**src/rtl/uart_tx_arbiter.sv**
```systemverilog
// Round-robin arbiter sharing one UART sender between N_REQ FWFT byte sources.
// Latency: pop strobe in the cycle after a request is sampled in IDLE, tx_start one cycle later.
// Backpressure: waits in LAUNCH while tx_busy is high; watchdog aborts a frame whose tx_done never arrives.
module uart_tx_arbiter #(
    parameter  int N_REQ          = 2,
    parameter  int DATA_W         = 8,
    parameter  int GAP_CYCLES     = 16,
    parameter  int TIMEOUT_CYCLES = 200000,
    localparam int GID_W          = (N_REQ > 1) ? $clog2(N_REQ) : 1
) (
    input  logic                    clk,
    input  logic                    rst_n,
    input  logic                    en,
    input  logic [N_REQ-1:0]        req_valid,
    input  logic [N_REQ*DATA_W-1:0] req_data,
    output logic [N_REQ-1:0]        req_pop,
    output logic [DATA_W-1:0]       tx_data,
    output logic                    tx_start,
    input  logic                    tx_busy,
    input  logic                    tx_done,
    output logic [GID_W-1:0]        grant_id,
    output logic                    busy,
    output logic                    timeout_err
);

    localparam int GAP_W = (GAP_CYCLES > 1) ? $clog2(GAP_CYCLES) : 1;
    localparam int TO_W  = (TIMEOUT_CYCLES > 1) ? $clog2(TIMEOUT_CYCLES) : 1;
    localparam logic [GAP_W-1:0] GAP_LAST = GAP_W'((GAP_CYCLES > 0) ? GAP_CYCLES - 1 : 0);
    localparam logic [TO_W-1:0]  TO_LAST  = TO_W'(TIMEOUT_CYCLES - 1);
    localparam logic [GID_W-1:0] GID_LAST = GID_W'(N_REQ - 1);

    typedef enum logic [1:0] {
        S_IDLE,
        S_LAUNCH,
        S_WAIT_DONE,
        S_GAP
    } state_t;

    state_t             state_q, state_d;
    logic [GID_W-1:0]   last_grant_q, last_grant_d;
    logic [GAP_W-1:0]   gap_cnt_q, gap_cnt_d;
    logic [TO_W-1:0]    to_cnt_q, to_cnt_d;
    logic [N_REQ-1:0]   req_pop_q, req_pop_d;
    logic [DATA_W-1:0]  tx_data_q, tx_data_d;
    logic               tx_start_q, tx_start_d;
    logic [GID_W-1:0]   grant_id_q, grant_id_d;
    logic               busy_q, busy_d;
    logic               timeout_err_q, timeout_err_d;

    logic               pick_vld;
    logic [GID_W-1:0]   pick_idx;
    logic [GID_W-1:0]   cand;
    logic [DATA_W-1:0]  pick_dat;

    // Round-robin scan starting just after last_grant; walking backwards leaves the nearest valid index.
    always_comb begin
        pick_vld = 1'b0;
        pick_idx = '0;
        cand     = '0;
        for (int i = N_REQ; i >= 1; i--) begin
            cand = GID_W'((int'(last_grant_q) + i) % N_REQ);
            if (req_valid[cand]) begin
                pick_vld = 1'b1;
                pick_idx = cand;
            end
        end
    end

    // Select the head byte of the chosen requester.
    always_comb begin
        pick_dat = '0;
        for (int k = 0; k < N_REQ; k++) begin
            if (pick_idx == GID_W'(k)) begin
                pick_dat = req_data[k*DATA_W +: DATA_W];
            end
        end
    end

    // Next-state and registered-output logic of the grant/launch/wait/gap sequencer.
    always_comb begin
        state_d       = state_q;
        last_grant_d  = last_grant_q;
        gap_cnt_d     = gap_cnt_q;
        to_cnt_d      = to_cnt_q;
        req_pop_d     = '0;
        tx_data_d     = tx_data_q;
        tx_start_d    = 1'b0;
        grant_id_d    = grant_id_q;
        timeout_err_d = 1'b0;
        unique case (state_q)
            S_IDLE: begin
                if (en && pick_vld) begin
                    req_pop_d[pick_idx] = 1'b1;
                    tx_data_d           = pick_dat;
                    grant_id_d          = pick_idx;
                    last_grant_d        = pick_idx;
                    state_d             = S_LAUNCH;
                end
            end
            S_LAUNCH: begin
                // Sender may still be finishing a frame started elsewhere; watchdog not armed yet.
                if (!tx_busy) begin
                    tx_start_d = 1'b1;
                    to_cnt_d   = '0;
                    state_d    = S_WAIT_DONE;
                end
            end
            S_WAIT_DONE: begin
                // tx_done takes priority over a coincident watchdog expiry.
                if (tx_done) begin
                    gap_cnt_d = '0;
                    state_d   = (GAP_CYCLES == 0) ? S_IDLE : S_GAP;
                end else if (to_cnt_q == TO_LAST) begin
                    timeout_err_d = 1'b1;
                    state_d       = S_IDLE;
                end else begin
                    to_cnt_d = to_cnt_q + TO_W'(1);
                end
            end
            S_GAP: begin
                if (gap_cnt_q == GAP_LAST) begin
                    state_d = S_IDLE;
                end else begin
                    gap_cnt_d = gap_cnt_q + GAP_W'(1);
                end
            end
            default: state_d = S_IDLE;
        endcase
        busy_d = (state_d != S_IDLE);
    end

    // State and output registers; reset drops any frame in flight.
    always_ff @(posedge clk or negedge rst_n) begin
        if (!rst_n) begin
            state_q       <= S_IDLE;
            last_grant_q  <= GID_LAST;
            gap_cnt_q     <= '0;
            to_cnt_q      <= '0;
            req_pop_q     <= '0;
            tx_data_q     <= '0;
            tx_start_q    <= 1'b0;
            grant_id_q    <= '0;
            busy_q        <= 1'b0;
            timeout_err_q <= 1'b0;
        end else begin
            state_q       <= state_d;
            last_grant_q  <= last_grant_d;
            gap_cnt_q     <= gap_cnt_d;
            to_cnt_q      <= to_cnt_d;
            req_pop_q     <= req_pop_d;
            tx_data_q     <= tx_data_d;
            tx_start_q    <= tx_start_d;
            grant_id_q    <= grant_id_d;
            busy_q        <= busy_d;
            timeout_err_q <= timeout_err_d;
        end
    end

    assign req_pop     = req_pop_q;
    assign tx_data     = tx_data_q;
    assign tx_start    = tx_start_q;
    assign grant_id    = grant_id_q;
    assign busy        = busy_q;
    assign timeout_err = timeout_err_q;

endmodule

```
**config.mk**
```make
export PLATFORM = sky130hd
export DESIGN_NAME = uart_tx_arbiter
export DESIGN_NICKNAME = d
export VERILOG_FILES = /design/src/rtl/uart_tx_arbiter.sv
export SDC_FILE = /design/constraint.sdc
export NUM_CORES = 1
export LEC_CHECK = 0
export BUFFER_PORTS_ARGS = -buffer_cell sky130_fd_sc_hd__buf_4
export CORE_UTILIZATION = 58
export DETAILED_ROUTE_END_ITERATION = 10
export HOLD_SLACK_MARGIN = 0.05
export PLACE_DENSITY = 0.83
export REMOVE_ABC_BUFFERS = 1
export SLEW_MARGIN = 20
export SYNTH_ARGS = -nofsm -noshare
export SYNTH_HDL_FRONTEND = slang
export SYNTH_SLANG_ARGS = --single-unit
export TNS_END_PERCENT = 100
```
**constraint.sdc**
```tcl
create_clock -name clk -period 4.16 [get_ports clk]
set_input_delay 0.208 -clock clk [delete_from_list [all_inputs] [get_ports clk]]
set_output_delay 0.208 -clock clk [all_outputs]
set_load 0.05 [all_outputs]
```
Word-level counts from Yosys, hierarchy flattened
Index checks and enable logic that the tools add are counted.
{"block": "op_classes", "addsub": 4, "magnitude_cmp": 4, "eq_ne": 10, "muxes": 31, "reduce_logical": 9}
{"operator": "$mux 18", "n": 3}
{"operator": "$pmux 18 s2", "n": 1}
{"operator": "$add 18x1->18 const B", "n": 1}
{"operator": "$eq 18x18->1 const B", "n": 1}
{"operator": "$mux 1", "n": 14}
{"operator": "$mux 2", "n": 7}
{"operator": "$ne 2x2->1 const B", "n": 5}
{"operator": "$mux 4", "n": 2}
{"operator": "$mux 8", "n": 1}
{"operator": "$pmux 2 s4", "n": 1}
{"operator": "$pmux 4 s2", "n": 1}
{"operator": "$lt 1x2->1 const B", "n": 3}
{"operator": "$reduce_bool 2->1", "n": 3}
{"operator": "$add 4x1->4 const B", "n": 1}
{"operator": "$eq 2x2->1 const B", "n": 2}
{"operator": "$eq 4x4->1 const B", "n": 1}
{"operator": "$reduce_and 4->1", "n": 1}
{"operator": "$reduce_and 3->1", "n": 1}
{"operator": "$add 1x1->1 const B", "n": 2}
{"operator": "$eq 2x1->1 const B", "n": 1}
{"operator": "$logic_and 1x1->1", "n": 2}
{"operator": "$logic_not 2->1", "n": 1}
{"operator": "$reduce_and 2->1", "n": 1}
{"operator": "$demux 1 s1", "n": 1}
{"operator": "$ge 1x1->1 const B", "n": 1}
{"block": "totals", "reg_bits": 39, "input_bits": 23, "output_inout_bits": 14, "wordCells": 68}

Longest topological paths before layout
{"block": "logic_depth", "word_depth": 11, "mapped_depth": 7, "ltp_nobuf": 6}

Worst setup path before layout
OpenSTA, ideal clock, no wires.
{"block": "synth_timing", "path_kind": "flip-flop to flip-flop", "from": "reg state_q[0]", "to": "reg to_cnt_q[11]", "setup_time_ns": 0.078, "t_arrival_ns": 1.899, "t_required_ns": 4.082, "setup_slack_ns": 2.183, "path_stages_with_launch": 6, "path_buffers": 1, "synth_period_minus_slack_ns": 1.977, "path_cell_list": "dfrtp_1 -> or3b_1 -> buf_6 -> or4_4 -> or3_1 -> a21oi_1"}
{"block": "synth_via", "elab_chain_len": 3, "elab_cells_between_ends": 8, "classes_between": "5 x eq/ne; 1 x mux; 2 x reduce/logical"}
{"item": "start: declaration", "line": "39", "rtl": "state_t state_q, state_d;"}
{"item": "start signal: assignment", "line": "146", "rtl": "state_q <= state_d;"}
{"item": "$eq 2x2->1 or $eq 2x1->1 (tied branches)", "line": "90", "rtl": "unique case (state_q)"}
{"item": "$ne 2x2->1 (no source line) or $reduce_bool 2->1 (tied branches)"}
{"item": "$reduce_and 4->1 (no source line)"}
{"item": "end signal: assignment", "line": "149", "rtl": "to_cnt_q <= to_cnt_d;"}
{"item": "end: declaration", "line": "42", "rtl": "logic [TO_W-1:0] to_cnt_q, to_cnt_d;"}
Several ways; a longest one is shown, not always the timed one.
A chain may end at the register's enable or synchronous reset.

Worst setup path in the final report
{"block": "layout_timing", "from": "reg state_q[1]", "to": "reg to_cnt_q[9]"}
Same word-level chain as after synthesis.

==> summary.txt <==
Synthesis
  • Post-Syn Area: 1884 um^2
  • Post-synth top cells: dfrtp_1, nand2_1, nor2_1, o21ai_0, mux2i_1
  • Flop and latch count out of synthesis: 39
  • Count leader, synth: dfrtp_1
  • Post-synth EDFFs: 0
  • Sequential area share after synthesis: 51.86%
  • Synth top area share: 50.46%
  • Post-synthesis area per instance: 9.713 um^2
  • Top cells by area, synth: dfrtp_1, mux2i_1, nand2_1
  • Primary FF master, synth: dfrtp_1
  • YS warnings: 0
  • Cell accounting for the most synthesized area: dfrtp_1
  • Post-synthesis cell count: 194
  • Asr flop ratio synth: 100.0%
  • Synth unique cells: 38

Timing
  • TNS Setup: 0 ps
  • Setup violators final: 0
  • Worst Skew: 11.07 ps
  • Fraction of the cycle the final worst path needs: 52.23%
  • Slew @ Worst Pin: 580.2 ps
  • Hold Fails Final Rpt: 0
  • RSZ-0062 raised after global routing: no
  • Tmin final: 2173 ps
  • FMAX: 0.4603 GHz
  • Slew HR: 61.15%
  • Count of final max-slew check failures: 0

Floorplanning
  • Die ar.: 3481 um^2
  • Row Count: 20
  • IO Pins: 37
  • Initial Util: 61.22%
  • Chip width: 59 um
  • Core Box Area: 3078 um^2
  • Die H: 59 um

Clock network
  • Register clock-pin slew on the reported worst setup and hold paths: 110 ps
  • CTS Buf Count: 5
  • H-tree depth: 2
  • Root buffer cell: clkbuf_4
  • Clk sinks: 39
  • CTS tree: yes
  • Worst-skew pair later-pin latency: 340 ps
  • CTS Buffer Depth: 2
  • Post-CTS setup repair buffer count: 0

Worst setup path
  • CP Max Fanout: 14
  • Crit end category: register
  • Reg2reg start: state_q[1]
  • Reg-to-Reg End: to_cnt_q[9]
  • Flop2flop setup slack: 1990 ps
  • Data required, critical path: 4380 ps
  • CP Launch Type: register
  • R2r worst-path depth: 6
  • Critical path type: reg -> reg
  • CP arrival: 2390 ps

Routing
  • DRT Wirelength: 3.948 mm
  • Vias post-DR: 1549
  • # DRC: 0
  • Vias per cell: 5.572
  • DRT Pass-1 Iters: 4
  • First-iteration detailed-routing DRC count: 85
  • Post-DR wirelength/cell: 14.20 um
  • Final ANT Viol Nets: 0

Place
  • Placer Congestion: 0.9367
  • Port buffer count: 36
  • Dpl hpwl: 2.978 mm
  • Cells after DPL: 269

Pwr
  • Internal power: 702.9 uW
  • Clock network power share: 14.8%
  • Psw: 523.8 uW
  • Pwr Density: 544.9 nW/um^2
  • Switching Fraction: 42.70%
  • VDD IR max: 0.3915 mV
  • Flop pwr share: 44.4%
  • Power share of the combinational group: 40.8%
  • Static Leak: 0.001066 uW

Run status
  • Status: finished clean

Final layout
  • Finished Layout Cells: 278
  • Antenna diodes: 0
  • Area Growth Syn to Fin: 19.46%
  • # nets final: 258
  • Layout cells sized above 1: 20.51%

Min path
  • Hold Startpoint: tx_busy
  • Hold EP: state_q[0]
  • Hold Path Cell Cnt: 3
  • Worst Hold Class: in -> reg

Global routing
  • GRT Residual Overflow: 0
  • Vias in the first global route: 1501
  • Largest net degree at the start of global routing: 40
  • Overall Global Routing Usage: 25.79%
  • Initial antenna violation count: 0
  • First-pass GRT wire length: 6.651 mm

Job
  • Max Cap Viol: 0
==> registers in the layout (all words and copies together) (netlist names) <==
register,cells
tx_data,8
state_q,2
grant_id,1
to_cnt_q,18
last_grant_q,1
timeout_err,1
tx_start,1
gap_cnt_q,4
req_pop,2
busy,1
==> area by class of cell <==
class,count,area [um^2]
fill,229,827.0
clock inverter,1,5.005
multi-input combinational,143,854.6
inverter,5,18.77
timing repair buffer,39,295.3
sequential,39,977.2
tap,44,55.05
clock buffer,7,45.04
==> cells by family (layout without fill, tap and decap cells) <==
| group | after synthesis | count (layout) | share of synthesized area [%] |
|---|---|---|---|
| adder cells (fa/ha/maj) | 2 | 2 | 1.328 |
| AND/OR/NAND/NOR | 92 | 92 | 24.30 |
| flip-flops | 39 | 39 | 51.86 |
| AO/OA/AOI/OAI | 25 | 25 | 7.769 |
| buffers and inverters | 12 | 52 | 2.789 |
| XOR/XNOR | 12 | 12 | 5.578 |
| multiplexers | 12 | 12 | 6.375 |
==> power by group through the flow <==
stage          Clock (uW)  Combinational [uW]  Sequential, uW
6_report              182                 500             545
5_1_grt               201                 547             554
2_1_floorplan           0                 178             704
4_1_cts               189                 503             542
3_5_place_dp            0                 501             549
3_3_place_gp            0                 488             539
==> per-layer routing <==
metal | vias up | track usage [%] | routed length (um)
met1 | 739 | 33.09 | 1713
met3 | 8 | 6.987 | 190
met2 | 49 | 41.72 | 1984
met5 | - | 0 | 0
met4 | 0 | 10.20 | 60
li1 | 753 | - | -
==> worst max-delay path: stages (launching register included) <==
cell and delay [ps]:
dfrtp_1 460, or3b_2 570, inv_1 360, nor2_1 160, nor3_1 280, xnor2_1 160
nor2_1 50
==> cells in the final DEF (no fill, tap or decap), types with 6 or more instances in the layout <==
cell      n
dfrtp_1  38
mux2i_1  12
nand2_1  32
nor3_1    6
xor2_1    6
buf_4    38
nand3_1   9
xnor2_1   6
nor2_1   20
o21ai_0  15
==> what timing repair did <==
action                                 4_1_cts  5_1_grt
gates resized for setup                      0        0
endpoints found under the hold margin       38        0
hold buffers                                 1        0
==> per-stage QoR <==
stage          cell area, um^2  worst slack, ps  hold WS, ps  util (%)  total power (uW)
6_report                  2251             1987        144.4     73.13              1227
5_1_grt                   2251             1860        139.4     73.13              1301
4_1_cts                   2251             1997        127.6     73.13              1233
3_5_place_dp              2191             2028        200.7     71.18              1051
3_3_place_gp              2183             2119        193.4     70.94              1027
2_1_floorplan             1851             2199       -87.59         -             881.2
==> worst max path at each step <==
stage	from	endpoint	depth (start not counted)
detailed placement	state_q[1]	to_cnt_q[9]	6
finish	state_q[1]	to_cnt_q[9]	6
CTS	state_q[1]	to_cnt_q[9]	6
global route	state_q[0]	to_cnt_q[9]	6
global placement	state_q[0]	to_cnt_q[11]	4
floorplan	state_q[0]	to_cnt_q[11]	4
Note: power is estimated with default switching activity, not from simulation.
